$ cat src/rtl/sm_scale_seq.sv
// Sequential shift-add scaler for sign-magnitude words: one coefficient term (mag >> k)
// is accumulated per cycle through a single magnitude-wide adder; the sign passes through.
module sm_scale_seq #(
  parameter int unsigned       WIDTH    = 32,
  parameter int unsigned       NSHIFT   = 33,
  parameter logic [NSHIFT-1:0] COEF_RST = 33'h1_FBA9_C0E4
) (
  input  logic              clk,
  input  logic              rst_n,
  input  logic              in_valid,
  output logic              in_ready,
  input  logic [WIDTH-1:0]  in_data,
  output logic              out_valid,
  input  logic              out_ready,
  output logic [WIDTH-1:0]  out_data,
  input  logic              cfg_we,
  input  logic [NSHIFT-1:0] cfg_coef,
  output logic              cfg_err,
  output logic              busy
);

  localparam int unsigned MW = WIDTH - 1;
  localparam int unsigned IW = $clog2(MW);

  typedef enum logic [1:0] {StIdle, StRun, StDone} state_e;

  state_e            state_q;
  logic              sign_q;
  logic [MW-1:0]     mag_q;
  logic [MW-1:0]     acc_q;
  logic [MW-1:0]     work_q;
  logic [NSHIFT-1:0] coef_q;
  logic              out_valid_q;
  logic [WIDTH-1:0]  out_data_q;
  logic              cfg_err_q;

  logic [IW-1:0]     low_idx;
  logic [MW-1:0]     acc_d;
  logic [MW-1:0]     work_d;

  // Terms at k >= MW shift a MW-bit magnitude to zero, so those mask bits are never used.
  logic unused_coef;
  assign unused_coef = ^coef_q[NSHIFT-1:MW];

  always_comb begin
    low_idx = '0;
    for (int i = int'(MW) - 1; i >= 0; i--) begin
      if (work_q[i]) low_idx = IW'(i);
    end
    acc_d  = (work_q != '0) ? acc_q + (mag_q >> low_idx) : acc_q;
    work_d = work_q & (work_q - MW'(1));
  end

  always_ff @(posedge clk or negedge rst_n) begin
    if (!rst_n) begin
      state_q     <= StIdle;
      sign_q      <= 1'b0;
      mag_q       <= '0;
      acc_q       <= '0;
      work_q      <= '0;
      coef_q      <= COEF_RST;
      out_valid_q <= 1'b0;
      out_data_q  <= '0;
      cfg_err_q   <= 1'b0;
    end else begin
      cfg_err_q <= cfg_we && (state_q != StIdle);
      unique case (state_q)
        StIdle: begin
          if (cfg_we) coef_q <= cfg_coef;
          // work is loaded from the pre-write coefficient when both strobes coincide
          if (in_valid) begin
            sign_q  <= in_data[WIDTH-1];
            mag_q   <= in_data[MW-1:0];
            acc_q   <= '0;
            work_q  <= coef_q[MW-1:0];
            state_q <= StRun;
          end
        end
        StRun: begin
          acc_q  <= acc_d;
          work_q <= work_d;
          if (work_d == '0) begin
            state_q     <= StDone;
            out_valid_q <= 1'b1;
            out_data_q  <= {sign_q, acc_d};
          end
        end
        StDone: begin
          if (out_ready) begin
            out_valid_q <= 1'b0;
            state_q     <= StIdle;
          end
        end
        default: state_q <= StIdle;
      endcase
    end
  end

  assign in_ready  = (state_q == StIdle);
  assign busy      = (state_q != StIdle);
  assign out_valid = out_valid_q;
  assign out_data  = out_data_q;
  assign cfg_err   = cfg_err_q;

endmodule

$ cat config.mk
export PLATFORM = sky130hd
export DESIGN_NAME = sm_scale_seq
export DESIGN_NICKNAME = d
export VERILOG_FILES = /design/src/rtl/sm_scale_seq.sv
export SDC_FILE = /design/constraint.sdc
export NUM_CORES = 1
export LEC_CHECK = 0
export CAP_MARGIN = 20
export CORE_AREA = 8 8 145 147
export DETAILED_ROUTE_END_ITERATION = 16
export DIE_AREA = 0 0 153 155
export MAX_ROUTING_LAYER = met4
export PLACE_DENSITY = 0.83
export SLEW_MARGIN = 10
export SYNTH_ARGS = -nofsm -noshare
export SYNTH_HDL_FRONTEND = slang
export SYNTH_SLANG_ARGS = --single-unit
$ cat constraint.sdc
create_clock -name clk -period 7.3 [get_ports clk]
set_clock_uncertainty 0.1 [all_clocks]
set_input_delay 1.095 -clock clk [delete_from_list [all_inputs] [get_ports clk]]
set_output_delay 1.095 -clock clk [all_outputs]
set_load 0.01 [all_outputs]
# Yosys cells after proc, flatten, opt, wreduce, memory -nomap -nowiden
# Cells that the tools add are included.
# totals
reg_bits,161
latch_bits,0
ram_bits,0
rom_bits,0
inputBits,70
output_inout_bits,36
word_cells,74
mem_count,0
# op_classes
add_sub_neg,2
mul,0
div,0
magnitude_cmp,0
eq_ne,5
n_shift,1
mux,43
n_bitwise,1
reduce_logical,13
# op_table
cell,count
2-to-1 mux 5 bit,31
case mux 31 bit (2 select lines),2
2-to-1 mux 31 bit,3
adder 31 bit,1
AND 31 bit,1
zero test 31 bit,1
nonzero test 31 bit,1
right shift 31 x 5 -> 31 bit,1
subtractor 31 x 1 -> 31 bit (second input constant),1
AND reduction 2 bit,4
2-to-1 mux 2 bit,3
!= test 2 bit (second input constant),3
case mux 2 bit (3 select lines),1
AND reduction 3 bit,2
nonzero test 2 bit,3
equality test 2 x 1 -> 1 bit (second input constant),1
equality test 2 bit (second input constant),1
zero test 2 bit,1
2-to-1 mux 1 bit,2
case mux 1 bit (2 select lines),1
logical AND 1 bit,1

# Depth between registers and ports, before layout
# depth
word_depth,35
ltp_mapped,23

# Worst setup path after synthesis
# OpenSTA, ideal clock, no wires.
# synth_path
path_type,register -> register
start,register work_q[24]
end,register out_data_q[30] (netlist: out_data[30])
setup_ps,65
arrival_ps,5209
setup_slack_ps,1925
stages_incl_launch_ff,23
n_path_buf,3
cell_sequence,dfrtp_1 buf_6 or4_1 o211ai_1 o211ai_1 a21o_1 buf_6 buf_2 mux4_2 mux2_2 nand2_1 o221ai_1 ha_1 fa_1 a211o_1 a2111oi_0 o31a_1 a211oi_1 nor2b_1 o21ai_0 xor2_1 o41a_1 nand2_1
# synth_between
elab_chain_len,28
word_cells_on_any_way,33
# synth_lines
element,line,rtl
"start, declared",31,logic [MW-1:0] work_q;
"start signal, assigned",75,work_q <= coef_q[MW-1:0];
"start signal, assigned",81,work_q <= work_d;
2-to-1 mux 5 bit (25 in series),48,if (work_q[i]) low_idx = IW'(i);
right shift 31 x 5 -> 31 bit,50,acc_d = (work_q != '0) ? acc_q + (mag_q >> low_idx) : acc_q;
adder 31 bit,50,
2-to-1 mux 31 bit,50,
"end signal, assigned",85,"out_data_q <= {sign_q, acc_d};"
"end, declared",34,logic [WIDTH-1:0] out_data_q;
# Parallel ways exist; a longest one is shown, timed or not.
# A chain may end at the register's enable or synchronous reset.

# Final worst setup path
# layout_path
start,register work_q[27]
end,register acc_q[30]
# layout_between
elab_chain_len,32
word_cells_on_any_way,33
# layout_lines
element,line,rtl
2-to-1 mux 5 bit (28 in series),48,
right shift 31 x 5 -> 31 bit,50,
adder 31 bit,50,
2-to-1 mux 31 bit (*),50,
case mux 31 bit (2 select lines) (*),67,unique case (state_q)
"end signal, assigned",59,acc_q <= '0;
"end signal, assigned",74,acc_q <= '0;
"end signal, assigned",80,acc_q <= acc_d;
"end, declared",30,logic [MW-1:0] acc_q;
# Every way passes the cells marked *; elsewhere a longest branch is shown, timed or not.

==> implementation parameters <==
Parameter                              Value

Synthesis
  FF+latch count, synth    161
  Number of library cell types mapped by synthesis    84
  Combined area of all synthesized cells    10700 sq um
  Synth Net Count    1279
  Number of flops mapped to enable cells by yosys    0
  Post-synthesis area per instance    9.084 sq um
  Most used flip-flop cell after synthesis    sky130_fd_sc_hd__dfrtp_1
  YS warnings    0
  Post-synthesis sequential area ratio    0.3783
  Fraction of registers with async set or reset after synthesis    1.000
  Post-Syn Instances    1178

Cells and area
  Most common cell after layout, fill and taps aside    sky130_fd_sc_hd__nand2_1
  Number of antenna repair diodes    0
  Share of layout cells above drive strength 1    0.1289
  Most used cells in the layout excluding fill and tap cells    sky130_fd_sc_hd__nand2_1 (215), sky130_fd_sc_hd__dfrtp_1 (145), sky130_fd_sc_hd__clkdlybuf4s50_1 (102)
  Area added between synthesis and finish    15.82%
  Final #Nets    1345

CTS
  Number of buffers inserted by post-CTS setup repair    0
  CTS tree    built
  Skew-Pair Late Insertion Delay    0.44 ns
  Clock Tree Root    sky130_fd_sc_hd__clkbuf_16
  CTS-repair resized insts    0
  Quantity of hold-fixing buffers added after cts    0
  Clock tree sinks    161
  Worst-path clk slew    0.07 ns
  CTS buffer count    17
  Number of H-tree branching levels    4
  Clock Tree Buf Depth    2

Hold path
  Worst hold path type    register to register

Flow run
  Number of violations of the max-capacitance limit    0

Critical path
  Setup crit start kind    register
  Critical path capture point type    register
  Gate family responsible for the most delay along the worst path    compound AO/OA/AOI/OAI gates
  Crit Path Category    register to register
  Max incr delay on CP    0.62 ns
  Crit path DAT    6.72 ns
  Maximum fanout count along the critical path    12
  Critical path, cell by cell    or4_1 -> a21oi_1 -> o211ai_1 -> a21oi_2 -> mux2i_1 -> mux2i_1 -> mux2_2 -> mux2i_1 -> o221ai_1 -> ha_1 -> fa_1 -> a211o_1 -> a2111oi_0 -> o31a_1 -> a211oi_1 -> nor2b_1 -> o21ai_0 -> xor2_1 -> o211ai_1 -> o31ai_1
  Number of buffers and inverters on the critical path    0
  Crit path required time    7.54 ns
  Cell with the most instances on the worst path    sky130_fd_sc_hd__mux2i_1
  Crit-path slowest cell    sky130_fd_sc_hd__a21oi_2

Timing
  Peak clock frequency supported by timing    0.1542 GHz
  Tcrit/Tclk final    0.8883
  Summed negative setup slack over all endpoints    0 ns
  Transition at the pin with the smallest max-transition slack    0.9321 ns
  RSZ-0062 raised after global routing    no
  Clock period minus worst slack    6.484 ns
  Max-Slew Margin vs Limit    0.3785
  Total count of max-transition violations in the final report    0
  Total count of hold-check failures in the final report    0
  # setup viols final    0

Routing
  Detailed-routing iteration count for the pre-antenna-repair pass    6
  Routed WL per cell    19.33 microns
  Post-route DRC violation count    0
  Vias per cell    6.297
  Iter 0 DRT Violations    781
  Routed WL    28900 microns
  ANT nets after route    0
  Vias    9414

Placement
  Weighted congestion at the end of routability-driven global placement    0.9468
  Half-perimeter wire length after detailed placement    20620 microns
  Number of port buffers    103

Global route
  Initial antenna violation count    0
  Via count of the first global-routing pass    8948
  First-pass GRT wire length    47270 microns
  Overall global routing resource usage    0.2511
  Pin count of the biggest net entering global routing    100
  GRT overflow    0

Floorplan
  Number of placed I/O pins    106
  Initial core utilization    0.5647
  Core outline area    18950 sq um
  Die span in x    153 microns
  Total number of placement rows    51
  Floorplan die area    23720 sq um
  Die Height    155 microns

Status
  Status    finished, final reports clean
layout make-up:
cell class / instances / area, sq um
clock buffers: 17 / 425.4
well taps: 238 / 297.8
fillers: 1546 / 6558
multi-input cells: 929 / 6251
repair buffers: 119 / 1165
inverters: 16 / 60.06
clock inverters: 15 / 146.4
flip-flops and latches: 161 / 4049
stage by stage:
step                      worst slack, ns  cells  instance area, sq um    util  hold slack, ns
final                              0.8156   1495                 12390  0.6540          0.3759
after global routing               0.3755   1495                 12390  0.6540          0.3990
after CTS                          0.8658   1494                 12390  0.6535          0.3766
after detailed placement           0.9432   1462                 11810  0.6234          0.3585
after global placement              1.034   1462                 11810  0.6234          0.3536
after floorplan                     1.925   1178                 10700       -          0.3348
cell usage after synthesis (15+ instances only):
master	number	area, sq um
sky130_fd_sc_hd__a22o_1	36	315.3
sky130_fd_sc_hd__ha_1	30	375.4
sky130_fd_sc_hd__o211ai_1	15	112.6
sky130_fd_sc_hd__nand3_1	28	140.1
sky130_fd_sc_hd__mux2_2	46	518.0
sky130_fd_sc_hd__clkbuf_1	42	157.7
sky130_fd_sc_hd__nand2_1	215	807.0
sky130_fd_sc_hd__a211oi_1	19	142.6
sky130_fd_sc_hd__dfstp_2	16	420.4
sky130_fd_sc_hd__dfrtp_1	145	3628
sky130_fd_sc_hd__a21o_1	22	165.2
sky130_fd_sc_hd__a21oi_1	67	335.3
sky130_fd_sc_hd__o21ai_0	87	435.4
sky130_fd_sc_hd__nor3_1	20	100.1
sky130_fd_sc_hd__inv_1	16	60.06
sky130_fd_sc_hd__mux2i_1	55	550.5
sky130_fd_sc_hd__nor2_1	73	274.0
worst register-to-register path, cell delays in order, from the launching register on:
cell,delay [ns]
sky130_fd_sc_hd__dfrtp_1,0.47
sky130_fd_sc_hd__or4_1,0.52
sky130_fd_sc_hd__a21oi_1,0.17
sky130_fd_sc_hd__o211ai_1,0.19
sky130_fd_sc_hd__a21oi_2,0.62
sky130_fd_sc_hd__mux2i_1,0.27
sky130_fd_sc_hd__mux2i_1,0.12
sky130_fd_sc_hd__mux2_2,0.32
sky130_fd_sc_hd__mux2i_1,0.21
sky130_fd_sc_hd__o221ai_1,0.16
sky130_fd_sc_hd__ha_1,0.26
sky130_fd_sc_hd__fa_1,0.45
sky130_fd_sc_hd__a211o_1,0.33
sky130_fd_sc_hd__a2111oi_0,0.58
sky130_fd_sc_hd__o31a_1,0.36
sky130_fd_sc_hd__a211oi_1,0.12
sky130_fd_sc_hd__nor2b_1,0.27
sky130_fd_sc_hd__o21ai_0,0.17
sky130_fd_sc_hd__xor2_1,0.43
sky130_fd_sc_hd__o211ai_1,0.17
sky130_fd_sc_hd__o31ai_1,0.11
state kept, by name, summed over array words and instances (netlist names):
name	flops
out_data	32
coef_q	31
state_q	2
sign_q	1
out_valid	1
acc_q	31
work_q	31
mag_q	31
cfg_err	1
final timing paths:
kind	slack, ns	from	cells after the start	to
max	0.82	work_q[27]$_DFFE_PN0P_	20	acc_q[30]$_DFFE_PN0P_
min	0.38	out_data[5]$_DFFE_PN0P_	1	out_data[5]$_DFFE_PN0P_
max reg2reg	0.82	work_q[27]$_DFFE_PN0P_	20	acc_q[30]$_DFFE_PN0P_
min reg2reg	0.38	out_data[5]$_DFFE_PN0P_	1	out_data[5]$_DFFE_PN0P_
max in group asynchronous	5.16	rst_n	2	mag_q[5]$_DFFE_PN0P_
min in group asynchronous	0.64	rst_n	1	out_data[10]$_DFFE_PN0P_
routing by layer:
metal | routed length (microns) | GRT usage | up-vias
li1 | - | - | 4451
met1 | 12840 | 0.3329 | 4544
met2 | 13880 | 0.3951 | 373
met3 | 1671 | 0.03967 | 46
met4 | 504 | 0.07210 | 0
met5 | 0 | - | -
kinds of logic (layout without fill, tap and decap cells):
group / Yosys count / count (layout) / synth area share
mux: 115 / 115 / 0.1278
buf+inv: 88 / 167 / 0.03835
flops: 161 / 161 / 0.3783
simple gates: 409 / 409 / 0.1768
xor+xnor: 25 / 25 / 0.02046
compound gates: 347 / 347 / 0.2195
fa+ha+maj: 33 / 33 / 0.03882
Power is left out: the tool's default activity adds up to more than one toggle a clock period on the data nets, which glitch-free logic cannot reach.
==> RTL edit 1, RTL diff (config.mk and constraints unchanged) <==
Change the parameter `WIDTH` from 32 to 16.
--- a/src/rtl/sm_scale_seq.sv
+++ b/src/rtl/sm_scale_seq.sv
@@ -1,7 +1,7 @@
 // Sequential shift-add scaler for sign-magnitude words: one coefficient term (mag >> k)
 // is accumulated per cycle through a single magnitude-wide adder; the sign passes through.
 module sm_scale_seq #(
-  parameter int unsigned       WIDTH    = 32,
+  parameter int unsigned       WIDTH    = 16,
   parameter int unsigned       NSHIFT   = 33,
   parameter logic [NSHIFT-1:0] COEF_RST = 33'h1_FBA9_C0E4
 ) (
Interface: changed (resized in_data and out_data); port bits go from 106 to 74. No check against the original RTL was run, so the function may have changed too.
==> RTL edit 1 against the original RTL <==
Count of clock-buffer cells in the layout down 3. Wire length down 59%. Critical endpoint is now out_data[14]. Sequential cell count shrank 80. Synthesized area down 55%. Cell count fell by 46%. Setup slack improved by 1.3 ns. Design area shrank 52%.
Power is left out: the tool's default activity adds up to more than one toggle a clock period on the data nets, which glitch-free logic cannot reach.
==> RTL edit 1: results (changes against the original RTL) <==
Global routing
  – Number of antenna violations at the first check in global routing: 0 (unchanged)
  – Via count of the first global-routing pass: 3952 (-56%)
  – First-pass GRT wire length: 20080 microns (-58%)
  – Largest net degree at the start of global routing: 82 (-18%)
  – Tot GR Track Use: 0.1064 (-0.1448)

Timing
  – Min Hold Slack: 0.3757 ns (-0.0002380 ns)
  – Slew HR: 0.4975 (+0.1189)
  – Setup tns final: 0 ns (unchanged)

Drt
  – Routed wire per std cell: 14.71 microns (-24%)
  – Via density: 4.927 (-22%)
  – Detailed Routing Iterations Pass 1: 5 (-1)
  – Initial drt markers: 236 (-70%)

Layout
  – Final net count: 629 (-53%)
  – Max reg flops: 16 (-50%)
  – Layout cells sized above 1: 0.1044 (-0.02445)
  – Antenna diode count: 0 (unchanged)
  – Fill count: 1898 (+23%)

Clock tree
  – CTS Buf Count: 9 (-8)
  – Skew-Pair Late Insertion Delay: 0.35 ns (-0.09 ns)
  – H-tree depth: 3 (-1)
  – CTS root buffer: clkbuf_16
  – Clock Path Buffers: 2 (unchanged)
  – Clock Pin Slew Worst Setup and Hold Paths: roughly 0.06 ns
  – Postcts setup bufs: 0 (unchanged)
  – Post_cts resized: 0 (unchanged)

Place
  – Dpl hpwl: 8821 microns (-57%)
  – Port buffer count: 55 (-47%)
  – Final GP Congestion: 0.9303 (-1.7%)

Synthesis
  – Sequential share of the synthesized area: 0.4207 (+0.04231)
  – Top cells by count, synth: nand2_1 (115), dfrtp_1 (76), o21ai_0 (37), nor2_1 (26), mux2i_1 (23)
  – Synth Area in XOR/XNOR: 0.01812 (-0.002340)
  – Compound-Gate Fraction of Synth Area: 0.1703 (-0.04912)
  – Post-synth cell types: 61 (-27%)
  – Fraction of synthesized area in multiplexers: 0.1261 (-0.001724)
  – Syn Nets: 589 (-54%)
  – Yosys synthesis warning count: 0 (unchanged)
  – Synth Flop Type: dfrtp_1
  – Synth Area in Adders: 0.04452 (+0.005708)
  – Synth area leaders: dfrtp_1 (39%), nand2_1 (8.9%), mux2i_1 (4.8%), o21ai_0 (3.8%), mux2_2 (3.7%)
  – Ys async rst share: 1.000 (unchanged)

Critical path
  – FF-to-FF Start: work_q[9]
  – Critical Path AT: 5.36 ns (-1.36 ns)
  – Critical path peak fanout: 15 (+3)
  – Worst reg2reg endpoint: out_data[14]
  – Worst R2R Path Depth: 19 (-5.0%)
  – Reg2reg setup slack: 2.08 ns (+1.26 ns)

Run status
  – Status: finished clean

Hold path
  – Hold EP: work_q[0]
  – Worst min-delay path category: flip-flop to flip-flop
  – Hold Crit Start: coef_q[0]
  – WHS Path Cells: 2 (+1)
==> RTL edit 1: changes by cell type in the layout (fill, tap and decap cells not counted), moves of 30 or more <==
cell	unedited run	this run
nand2_1	215	115
dfrtp_1	145	76
o21ai_0	86	37
clkdlybuf4s50_1	102	54
a21oi_1	67	21
nor2_1	72	26
mux2i_1	55	23
mux2_2	46	16
==> RTL edit 1: cell type report <==
| class | count | share of cell area |
|---|---|---|
| Multi-Input combinational cell | 397 | 0.4446 |
| Sequential cell | 81 | 0.3452 |
| Timing Repair Buffer | 60 | 0.1028 |
| Tap cell | 238 | 0.05055 |
| Clock buffer | 14 | 0.04822 |
| Inverter | 11 | 0.007009 |
| Clock inverter | 2 | 0.001699 |
==> RTL edit 1: metrics by stage <==
stage / instances / setup WS, ns / cell area [sq um]
finish: 803 / 2.076 / 5891
global route: 803 / 1.742 / 5891
CTS: 802 / 2.139 / 5863
detailed placement: 786 / 2.186 / 5569
global placement: 786 / 2.282 / 5569
floorplan: 520 / 2.904 / 4833
==> RTL edit 1: cell families (layout without fill, tap and decap cells) <==
group           after synthesis  in the layout
mux                          54             54
buf+inv                      42             87
simple gates                191            191
xor+xnor                     10             10
fa+ha+maj                    17             17
flops                        81             81
compound gates              125            125
==> RTL edit 1: layer usage <==
metal | vias to the layer above | wire [microns] | global-route usage
li1 | 1942 | - | -
met1 | 1908 | 5564 | 0.1313
met2 | 93 | 5556 | 0.1699
met3 | 13 | 489 | 0.02330
met4 | 0 | 198 | 0.03770
met5 | - | 0 | -
==> RTL edit 1: worst max-delay path by stage <==
stage / start / to / slack [ns] / cells past startpoint
floorplan: work_q[12] / out_data[13] / 2.90 / 19
global route: work_q[9] / out_data[14] / 1.74 / 19
detailed placement: work_q[9] / out_data[14] / 2.19 / 19
CTS: work_q[9] / out_data[14] / 2.14 / 19
finish: work_q[9] / out_data[14] / 2.08 / 19
global placement: work_q[9] / out_data[14] / 2.28 / 19
==> RTL edit 1: critical path, stage by stage, from the launching register on <==
cell,delay [ns]
dfrtp_1,0.49
nor4_1,0.31
o311a_1,0.20
a21o_1,0.39
inv_1,0.36
or3_1,0.42
o21ai_1,0.15
mux2i_1,0.13
o21ai_1,0.18
ha_1,0.20
inv_1,0.06
fa_1,0.39
nor2b_1,0.17
o31a_1,0.23
o21a_1,0.18
o21ai_1,0.11
o21ai_0,0.22
mux2i_1,0.42
xor2_1,0.11
mux2_4,0.28
==> RTL edit 2, RTL diff (same settings) <==
Made on the original files. Remove the register `cfg_err_q`: a continuous assignment takes its place, so the output `cfg_err` follows one clock earlier.
--- a/src/rtl/sm_scale_seq.sv
+++ b/src/rtl/sm_scale_seq.sv
@@ -61,9 +61,7 @@
       coef_q      <= COEF_RST;
       out_valid_q <= 1'b0;
       out_data_q  <= '0;
-      cfg_err_q   <= 1'b0;
     end else begin
-      cfg_err_q <= cfg_we && (state_q != StIdle);
       unique case (state_q)
         StIdle: begin
           if (cfg_we) coef_q <= cfg_coef;
@@ -96,6 +94,8 @@
     end
   end
 
+  assign cfg_err_q = cfg_we && (state_q != StIdle);
+
   assign in_ready  = (state_q == StIdle);
   assign busy      = (state_q != StIdle);
   assign out_valid = out_valid_q;
Behaviour: not the same (Yosys sat finds a counterexample within 4 cycles, from zero or initial values and one cycle with rst_n low).
==> RTL edit 2 against the original RTL <==
Via count is 0.32% higher. Setup slack worse by 0.069 ns. Design area grew 0.32%. Core utilization rose by 0.21 points. Wire length grew 3.1%. Worst hold slack about the same. Synthesized area fell by 0.23%. First-iteration DRC count is 6.8% higher. Sequential cell count shrank 1.
Power is not shown: default switching activity piles up to over one toggle a cycle in this logic, so the estimate is an artifact.
==> RTL edit 2: results (changes against the original RTL) <==
Run status
  – Status: finished clean

Layout
  – Fill count: 1526 (-1.3%)
  – Final net count: 1351 (+0.45%)
  – Max reg flops: 32 (unchanged)
  – Layout Utilization: 0.6561 (+0.002113)
  – Antenna diode count: 0 (unchanged)
  – Layout cells sized above 1: 0.1338 (+0.004930)
  – Non-filler instance count after layout: 1501 (+0.40%)

Place
  – Port buffer count: 103 (unchanged)
  – Dpl hpwl: 21300 microns (+3.3%)
  – Final GP Congestion: 0.9450 (-0.19%)
  – Area post-placement: 0.01184 sq mm (+0.19%)
  – Worst slack, placed: 0.9015 ns (-0.04172 ns)

Critical path
  – Critical path peak fanout: 25 (+13)
  – Critical path's slowest cell: a21o_1
  – Critical Path AT: 6.79 ns (+0.07 ns)
  – Delay-heaviest family, CP: compound AO/OA/AOI/OAI gates
  – FF-to-FF Start: work_q[29]
  – CP peak stage delay: 0.84 ns (+0.22 ns)
  – Crit start category: flip-flop

Global routing
  – Number of antenna violations at the first check in global routing: 0 (unchanged)
  – Tot GR Track Use: 0.2631 (+0.01199)
  – Via count of the first global-routing pass: 9422 (+5.3%)
  – First-pass GRT wire length: 49360 microns (+4.4%)
  – Largest net degree at the start of global routing: 84 (-16%)

Synthesis
  – Post-synth cell types: 84 (unchanged)
  – Yosys synthesis warning count: 0 (unchanged)
  – Ys async rst share: 1.000 (unchanged)
  – Top cells by count, synth: nand2_1 (215), dfrtp_1 (144), o21ai_0 (87), nor2_1 (73), a21oi_1 (67)
  – Syn Nets: 1278 (-0.078%)
  – Syn_area_per_cell: 9.071 sq um (-0.15%)
  – Sequential share of the synthesized area: 0.3769 (-0.001457)
  – Synth area leaders: dfrtp_1 (34%), nand2_1 (7.6%), mux2i_1 (5.2%), mux2_2 (4.9%), o21ai_0 (4.1%)

Clock tree
  – Clock Pin Slew Worst Setup and Hold Paths: 0.07 ns (about the same)
  – Postcts setup bufs: 0 (unchanged)
  – Post_cts resized: 0 (unchanged)
  – Skew-Pair Late Insertion Delay: 0.44 ns (about the same)
  – CTS root buffer: clkbuf_16
  – Clock Path Buffers: 2 (unchanged)
  – CTS Buf Count: 17 (unchanged)
  – H-tree depth: 4 (unchanged)

Drt
  – Detailed Routing Iterations Pass 1: 8 (+2)
  – Via density: 6.292 (about the same)
  – Initial drt markers: 834 (+6.8%)
  – Routed wire per std cell: 19.84 microns (+2.7%)

Floorplanning
  – Die ar.: 0.02372 sq mm (unchanged)

Hold path
  – Hold Crit Start: coef_q[0]
  – Worst min-delay path category: flip-flop to flip-flop

Timing
  – Setup violations, final: 0 (unchanged)
  – Tightest Pin Transition: 1.021 ns (+0.08871 ns)
[RTL edit 2: cell count changes after synthesis, sizes merged]
cell | unedited run | this run
dfrtp | 145 | 144
[RTL edit 2: worst paths after layout]
kind,endpoint,slack (ns),cells after the start
setup / recovery,acc_q[30],0.75,20
hold / removal,work_q[0],0.38,2
setup reg to reg,acc_q[30],0.75,20
hold reg to reg,work_q[0],0.38,2
max in group asynchronous,mag_q[30],5.04,2
min in group asynchronous,out_data[22],0.61,1
[RTL edit 2: layout make-up]
| class | count | share of cell area |
|---|---|---|
| Multi-Input combinational cell | 929 | 0.5026 |
| Sequential cell | 160 | 0.3236 |
| Timing Repair Buffer | 126 | 0.09690 |
| Clock buffer | 17 | 0.03421 |
| Tap cell | 238 | 0.02395 |
| Clock inverter | 15 | 0.01389 |
| Inverter | 16 | 0.004830 |
[RTL edit 2: cell families (layout without fill, tap and decap cells)]
group	Yosys count	in the layout	synth area share
adders and majority gates	33	33	0.03891
AOI/OAI and AO/OA	347	347	0.2200
xor gates and xnor gates	25	25	0.02051
DFF	160	160	0.3769
muxes	115	115	0.1281
and+or+nand+nor	409	409	0.1772
buffers and inverters	88	174	0.03844
[RTL edit 2: routing by layer]
layer | wire [microns] | up-vias | track usage
met5 | 0 | - | -
met4 | 907 | 0 | 0.1093
met3 | 1637 | 76 | 0.04383
met2 | 14180 | 355 | 0.4265
met1 | 13060 | 4536 | 0.3247
li1 | - | 4477 | -
[RTL edit 2: worst min-delay path, cell delays in order, from the launching register on]
cell and delay (ns):
dfrtp_1 0.35, nand2_1 0.05, nand2_1 0.05
